### config.mk
export PLATFORM = sky130hd
export DESIGN_NAME = mdr_mem_port
export DESIGN_NICKNAME = d
export VERILOG_FILES = /design/src/rtl/mdr_mem_port_pkg.sv /design/src/rtl/mdr_mem_port_timeout.sv /design/src/rtl/mdr_mem_port.sv
export SDC_FILE = /design/constraint.sdc
export NUM_CORES = 1
export LEC_CHECK = 0
export CAP_MARGIN = 20
export CORE_UTILIZATION = 43
export CTS_CLUSTER_DIAMETER = 40
export CTS_CLUSTER_SIZE = 25
export DETAILED_ROUTE_END_ITERATION = 6
export PLACE_DENSITY = 0.87
export SYNTH_ARGS = -nofsm -noshare
export SYNTH_HDL_FRONTEND = slang
export SYNTH_SLANG_ARGS = --single-unit
### constraint.sdc
create_clock -name clock -period 2.2 [get_ports clock]
set_input_delay 0.33 -clock clock [delete_from_list [all_inputs] [get_ports clock]]
set_output_delay 0.33 -clock clock [all_outputs]
set_load 0.005 [all_outputs]
### src/rtl/mdr_mem_port_pkg.sv
// Shared definitions for the MDR / memory-port block.
//   - default data and address widths
//   - FSM state encoding for the memory handshake controller
package mdr_mem_port_pkg;

  localparam int unsigned DataW = 32;
  localparam int unsigned AddrW = 9;

  typedef enum logic [1:0] {
    StIdle   = 2'd0,
    StRdWait = 2'd1,
    StWrWait = 2'd2
  } mdr_state_e;

endpackage

### src/rtl/mdr_mem_port_timeout.sv
// Wait-state timeout counter for the memory handshake.
//   clk_i     system clock
//   clear_i   synchronous active-high reset
//   load_i    restart the count at zero (on entry to a wait state)
//   en_i      count one wait cycle without acknowledge
//   expire_o  high when the current ack-less wait cycle is the Timeout-th one
// Timeout = 0 disables expiry entirely.
module mdr_mem_port_timeout #(
  parameter int unsigned Timeout = 15
) (
  input  logic clk_i,
  input  logic clear_i,
  input  logic load_i,
  input  logic en_i,
  output logic expire_o
);

  localparam int unsigned CntW = (Timeout > 1) ? $clog2(Timeout + 1) : 1;
  localparam logic [CntW-1:0] LastCnt = CntW'((Timeout == 0) ? 0 : Timeout - 1);

  logic [CntW-1:0] cnt_q, cnt_d;

  always_comb begin
    cnt_d = cnt_q;
    if (load_i) begin
      cnt_d = '0;
    end else if (en_i) begin
      cnt_d = cnt_q + 1'b1;
    end
  end

  always_ff @(posedge clk_i) begin
    if (clear_i) begin
      cnt_q <= '0;
    end else begin
      cnt_q <= cnt_d;
    end
  end

  // cnt_q counts completed ack-less cycles, so this cycle is number cnt_q + 1.
  assign expire_o = (Timeout != 0) && en_i && (cnt_q == LastCnt);

endmodule

### src/rtl/mdr_mem_port.sv
// Memory Data Register with request/acknowledge memory-side controller.
//   clock, clear    rising-edge clock, synchronous active-high reset
//   BusMuxOut       bus value loaded into MDR on MDRin (Read=0)
//   MAR_addr        address latched at the start of a transaction
//   MDRin/Read/Write control-unit strobes, sampled only in idle
//   mem_rdata/ack   memory read data and completion acknowledge
//   BusMuxIn_MDR    MDR register value
//   mem_addr/wdata  latched transaction address / write data
//   mem_rd/mem_wr   level request lines
//   busy/done       transaction in progress / one-cycle completion pulse
//   mem_err         sticky: read/write conflict or timeout
module mdr_mem_port
  import mdr_mem_port_pkg::*;
#(
  parameter int unsigned DATA_W  = DataW,
  parameter int unsigned ADDR_W  = AddrW,
  parameter int unsigned TIMEOUT = 15
) (
  input  logic              clock,
  input  logic              clear,
  input  logic [DATA_W-1:0] BusMuxOut,
  input  logic [ADDR_W-1:0] MAR_addr,
  input  logic              MDRin,
  input  logic              Read,
  input  logic              Write,
  input  logic [DATA_W-1:0] mem_rdata,
  input  logic              mem_ack,
  output logic [DATA_W-1:0] BusMuxIn_MDR,
  output logic [ADDR_W-1:0] mem_addr,
  output logic [DATA_W-1:0] mem_wdata,
  output logic              mem_rd,
  output logic              mem_wr,
  output logic              busy,
  output logic              done,
  output logic              mem_err
);

  mdr_state_e        state_q, state_d;
  logic [DATA_W-1:0] mdr_q, mdr_d;
  logic [ADDR_W-1:0] addr_q, addr_d;
  logic [DATA_W-1:0] wdata_q, wdata_d;
  logic              rd_q, rd_d, wr_q, wr_d;
  logic              busy_q, busy_d, done_q, done_d, err_q, err_d;
  logic              cnt_load, cnt_en, expire;

  mdr_mem_port_timeout #(
    .Timeout (TIMEOUT)
  ) u_timeout (
    .clk_i    (clock),
    .clear_i  (clear),
    .load_i   (cnt_load),
    .en_i     (cnt_en),
    .expire_o (expire)
  );

  // State register.
  always_ff @(posedge clock) begin
    if (clear) begin
      state_q <= StIdle;
      mdr_q   <= '0;
      addr_q  <= '0;
      wdata_q <= '0;
      rd_q    <= 1'b0;
      wr_q    <= 1'b0;
      busy_q  <= 1'b0;
      done_q  <= 1'b0;
      err_q   <= 1'b0;
    end else begin
      state_q <= state_d;
      mdr_q   <= mdr_d;
      addr_q  <= addr_d;
      wdata_q <= wdata_d;
      rd_q    <= rd_d;
      wr_q    <= wr_d;
      busy_q  <= busy_d;
      done_q  <= done_d;
      err_q   <= err_d;
    end
  end

  // Next-state logic.
  always_comb begin
    state_d = state_q;
    unique case (state_q)
      StIdle: begin
        if (MDRin && Read) begin
          state_d = StRdWait;
        end else if (Write) begin
          state_d = StWrWait;
        end
      end
      StRdWait, StWrWait: begin
        if (mem_ack || expire) begin
          state_d = StIdle;
        end
      end
      default: state_d = StIdle;
    endcase
  end

  // Registered-output next values. Strobes are ignored outside idle.
  always_comb begin
    mdr_d    = mdr_q;
    addr_d   = addr_q;
    wdata_d  = wdata_q;
    rd_d     = rd_q;
    wr_d     = wr_q;
    busy_d   = busy_q;
    done_d   = 1'b0;
    err_d    = err_q;
    cnt_load = 1'b0;
    cnt_en   = 1'b0;
    unique case (state_q)
      StIdle: begin
        if (MDRin && Read) begin
          addr_d   = MAR_addr;
          rd_d     = 1'b1;
          busy_d   = 1'b1;
          cnt_load = 1'b1;
          // A simultaneous write is dropped and flagged.
          if (Write) begin
            err_d = 1'b1;
          end
        end else if (Write) begin
          addr_d   = MAR_addr;
          wdata_d  = mdr_q;
          wr_d     = 1'b1;
          busy_d   = 1'b1;
          cnt_load = 1'b1;
        end else if (MDRin) begin
          mdr_d = BusMuxOut;
        end
      end
      StRdWait, StWrWait: begin
        cnt_en = !mem_ack;
        // Ack wins over a timeout reached in the same cycle.
        if (mem_ack || expire) begin
          rd_d   = 1'b0;
          wr_d   = 1'b0;
          busy_d = 1'b0;
          done_d = 1'b1;
          if (mem_ack && state_q == StRdWait) begin
            mdr_d = mem_rdata;
          end
          if (!mem_ack) begin
            err_d = 1'b1;
          end
        end
      end
      default: ;
    endcase
  end

  assign BusMuxIn_MDR = mdr_q;
  assign mem_addr     = addr_q;
  assign mem_wdata    = wdata_q;
  assign mem_rd       = rd_q;
  assign mem_wr       = wr_q;
  assign busy         = busy_q;
  assign done         = done_q;
  assign mem_err      = err_q;

endmodule

Yosys cells after proc, flatten, opt, wreduce, memory -nomap -nowiden. Cells that the tools add are included.

Flip-flop bits (word level): 84. Output and inout bits: 78. Input port bits: 79. Logic and storage cells: 73.

Muxes and demuxes: 29. Add/subtract/negate cells: 1. Bitwise gates (word level): 2. Reductions and logical operators: 19. Equality and inequality tests: 12.

Operators with widths (number): 32-bit two-way mux (5); 32-bit one-hot mux with 2 select lines (1); 9-bit two-way mux (2); 2-bit inequality test, second input constant (8); 1-bit two-way mux (13); 3-bit AND reduction (3); 1-bit one-hot mux with 2 select lines (4); 2-bit two-way mux (3); 6-bit AND reduction (1); 2-bit OR reduction (3); 5-bit AND reduction (1); 4-bit by 1-bit adder with 4-bit output, second input constant (1); 4-bit equality test, second input constant (1); 2-bit one-hot mux with 2 select lines (1); 2-bit AND reduction (2); 4-bit AND reduction (1); 2-bit nonzero test (2); 1-bit logical AND (3); 3-bit inequality test, second input constant (1); 2-bit by 1-bit equality test with 1-bit output, second input constant (1); 2-bit equality test, second input constant (1); 2-bit zero test (1); 1-bit NOT (2); 1-bit zero test (1); 1-bit logical OR (1).

Logic depth before layout (Yosys ltp).
Depth after elaboration: 7. Mapped depth: 8.

Hierarchy. A second synthesis with hierarchy kept.

Cells, all modules: 381. Area, all modules: 3443.3 um^2.

Modules (own cells, without submodules): mdr_mem_port (instances 1, sequential area each 1601.5 um^2, area each 3243.1 um^2, cells an instance 362); mdr_mem_port_timeout (instances 1, sequential area each 80.1 um^2, area each 200.2 um^2, cells an instance 19).

Least setup slack after synthesis. Ideal clock, no wire load.

Path kind: register -> register. Start point: register state_q[0]. End point: register mdr_q[17] (netlist: BusMuxIn_MDR[17]). Path slack: 0.403 ns. Stages on the path, launching flop included: 9. Data arrival time: 1.679 ns. Period minus slack after synthesis: 1.797 ns. Path through: dfxtp_1 inv_1 ha_1 clkbuf_1 buf_2 buf_2 mux2_2 nand2_1 mux2i_1.

Word-level cells in the longest chain between the ends: 7. Elaborated cells on any way between the ends: 16.

RTL lines: start, declared (RTL line mdr_mem_port.sv:38) `mdr_state_e state_q, state_d;`; start signal, assigned (RTL line mdr_mem_port.sv:59) `state_q <= StIdle;`; start signal, assigned (RTL line mdr_mem_port.sv:69) `state_q <= state_d;`; 2-bit by 1-bit equality test with 1-bit output or 2-bit equality test (tied branches) (RTL line mdr_mem_port.sv:113, mdr_mem_port.sv:142); 2-bit OR reduction (RTL line mdr_mem_port.sv:113) `unique case (state_q)`; 1-bit two-way mux (RTL line mdr_mem_port.sv:113); 1-bit logical AND (RTL line mdr_mem_port_timeout.sv:41) `assign expire_o = (Timeout != 0) && en_i && (cnt_q == LastCnt);`; 1-bit logical OR (RTL line mdr_mem_port.sv:137) `if (mem_ack || expire) begin`; 2-bit inequality test (no source line); 6-bit AND reduction (no source line); end signal, assigned (RTL line mdr_mem_port.sv:70) `mdr_q <= mdr_d;`; end, declared (RTL line mdr_mem_port.sv:39) `logic [DATA_W-1:0] mdr_q, mdr_d;`.

Parallel ways exist; a longest one is shown, timed or not. A chain may end at the register's enable or synchronous reset.

Final worst setup path.
Start point: register state_q[0]. End point: register busy_q (netlist: busy).

Word-level cells in the longest chain between the ends: 7. Elaborated cells on any way between the ends: 12.

RTL lines: 2-bit by 1-bit equality test with 1-bit output or 2-bit equality test (tied branches) (RTL line mdr_mem_port.sv:113); 2-bit OR reduction (RTL line mdr_mem_port.sv:113); 1-bit two-way mux (RTL line mdr_mem_port.sv:113); 1-bit logical AND (RTL line mdr_mem_port_timeout.sv:41); 1-bit logical OR (RTL line mdr_mem_port.sv:137); 2-bit inequality test (no source line); 3-bit AND reduction (no source line); end signal, assigned (RTL line mdr_mem_port.sv:75) `busy_q <= busy_d;`; end, declared (RTL line mdr_mem_port.sv:43) `logic busy_q, busy_d, done_q, done_d, err_q, err_d;`.

Parallel ways exist; a longest one is shown, timed or not.

==> impl_metrics.yaml <==
status:
  outcome: "completed"
power:
  sw_frac_of_total_pct: 27.4
  switchingPower_mw: 1.13
  power_frac_seq_pct: 42.5
  ir_drop_mv: 0.358
  p_per_area_nw_per_um2: 725
  total_leakage_power_nw: 2.20
  power_frac_comb_pct: 27.5
  pwr-share-clk_pct: 30.1
  power.internal_mw: 2.99
cts:
  cts_buffers: 9
  cts_root_buf: "clkbuf_8"
  cts-resized-gates: 0
  postCtsHoldBufs: 0
  postCtsSetupBuffers: 0
  htreeDepth: 3
  clkTransAtPathRegs_ns: 0.09
  cts_tree: "built"
  clk_latency_ns: 0.34
  cts_max_path_buffers: 2
  cts_sinks: 84
global_routing:
  grt_max_degree: 35
  overflow: 0
  antenna_found_initial: 0
  grt_pass1_wl_mm: 17.4
  grt.total_usage_pct: 24.3
  grt_pass1_vias: 3673
die:
  dieArea_um2: 9320
  io_pins: 157
  start_util_pct: 44.3
  rows: 34
  die_w_um: 96.5
  fp.coreArea_um2: 8680
  die_y_um: 96.5
drt:
  wl_per_cell_um: 16.4
  drtIter0Drc: 147
  drt_pre_antenna_iters: 5
  drc: 0
  ant_nets: 0
  via_count: 3756
  viasPerCell: 5.46
  routed_wirelength_mm: 11.3
synth:
  ys_top_cells_by_area: "dfxtp_1, mux2_2, mux2i_1"
  ys_seq_area_share_pct: 43.8
  synth-main-ff-cell: "dfxtp_1"
  synth_area_leader_cell: "dfxtp_1"
  ys_ff_latch: 84
  synth_warnings: 0
  synth_edf_count: 0
  synth.most_common_cell: "dfxtp_1"
  syn_area_um2: 3840
  synth_nets: 520
  synth_top_area_share_pct: 43.8
  synthTopCellsByCount: "dfxtp_1, nand2_1, a21oi_1, nand3_1, o21ai_0"
  syn_area_per_cell_um2: 8.79
  synthDistinctLibCells: 43
  async_flop_share_pct: 0
  synthCells: 437
final_layout:
  final_util_pct: 65.4
  drive_above_1_share_pct: 11.4
  final_nets: 658
  syn_to_final_growth_pct: 47.8
  diodes: 0
  final_area_um2: 5680
  fillerInstances: 742
  finalNonFillerCells: 688
place:
  place_area_um2: 5450
  dp_hpwl_mm: 7.77
  io_buffers: 156
  dp.cells: 672
  gp_congestion: 0.813
sta:
  relSlewSlack_pct: 57.1
  finClkSkew_ns: 0.0182
  max_freq_ghz: 0.504
  post-route-period-util_pct: 90.2
  setup_tns_ns: 0
  final.min_clock_period_ns: 1.98
  maxSlewViolCount: 0
  holdWs_ns: 0.436
  finalSetupViolations: 0
  hold_viol_final: 0
  rsz0062_at_grt: "no"
  max_slew.worst_pin.slew_ns: 0.644
setup_path:
  crit_start: "state_q[0]"
  endpoint_kind: "flop"
  crit_slowest_cell: "ha_2"
  critical_path_peak_fanout: 12
  cp_slowest_stage_delay_ns: 0.48
  cp-start-kind: "flop"
  rrSetupSlack_ns: 0.22
  path_cells: "inv_1, ha_2, nor2b_1, a22oi_1, a221oi_1"
  critPathKind: "flop to flop"
  arrival_ns: 2.24
  required_ns: 2.45
  r2r-start: "state_q[0]"
min_path:
  hp-start: "Write"
  holdCritPathClass: "primary input to flop"
run:
  drv_cap: 0
==> worst max-delay path, delay by kind of cell, from the launching register on <==
kind | cells | cell delay (ns)
buffers and inverters | 1 | 0.06
adder cells (fa/ha/maj) | 1 | 0.48
flip-flops | 1 | 0.35
AO/OA/AOI/OAI | 2 | 0.53
AND/OR/NAND/NOR | 1 | 0.48
==> metal layers <==
metal | vias to the layer above | GRT usage [%] | wire [um]
met3 | 22 | 4.07 | 788
met2 | 166 | 42.1 | 5780
met1 | 1769 | 29.5 | 4510
met4 | 0 | 10.3 | 227
met5 | - | 0 | 0
li1 | 1799 | - | -
==> power groups by stage <==
stage	clock network, mW	registers [mW]	logic [mW]
5_1_grt	1.32	1.77	1.21
3_3_place_gp	0	1.77	1.09
6_report	1.24	1.75	1.13
4_1_cts	1.25	1.75	1.14
3_5_place_dp	0	1.78	1.13
2_1_floorplan	0	1.78	0.600
==> kinds of logic (layout without fill, tap and decap cells) <==
| logic type | Yosys count | after routing | share of synthesized area, % |
|---|---|---|---|
| AND/OR/NAND/NOR | 124 | 124 | 14.2 |
| adder cells (fa/ha/maj) | 4 | 4 | 1.30 |
| flip-flops | 84 | 84 | 43.8 |
| multiplexers | 64 | 64 | 17.7 |
| buffers and inverters | 51 | 194 | 6.87 |
| AO/OA/AOI/OAI | 108 | 108 | 15.7 |
| XOR/XNOR | 2 | 2 | 0.456 |
==> final cells by class <==
type / instances / area [um2] / area share, %
repair buffers: 169 / 1690 / 29.7
inverters: 9 / 33.8 / 0.595
multi-input cells: 302 / 1910 / 33.7
clock inverters: 3 / 68.8 / 1.21
clock buffers: 13 / 159 / 2.80
well taps: 108 / 135 / 2.38
flip-flops and latches: 84 / 1680 / 29.6
==> layout by cell type (no fill, tap or decap), types with 3 or more instances in the layout <==
cell             netlist  final
clkdlybuf4s50_1        0    154
dfxtp_1               84     84
nand2_1               66     66
a21oi_1               46     46
nand3_1               45     45
o21ai_0               44     44
mux2_2                32     32
mux2i_1               32     32
clkbuf_8               0     11
buf_4                  1     10
inv_1                  8      8
nor2_1                 4      4
ha_1                   4      3
buf_12                 3      3
==> through the flow <==
stage	setup WS [ns]	total power, mW
2_1_floorplan	0.403	2.38
3_3_place_gp	0.204	2.86
3_5_place_dp	0.157	2.91
4_1_cts	0.266	4.14
5_1_grt	0.0726	4.30
6_report	0.216	4.12
==> flip-flops by register name, indices dropped and copies added (netlist names), 2 cells and up <==
name             cells
BusMuxIn_MDR        32
u_timeout.cnt_q      4
state_q              2
mem_addr             9
mem_wdata           32
==> final timing paths <==
kind,end,depth (start not counted)
setup reg to reg,busy,5
hold reg to reg,busy,2
setup / recovery,busy,5
hold / removal,mem_wdata[18],3
No activity file was read; power rests on OpenSTA's default activity.
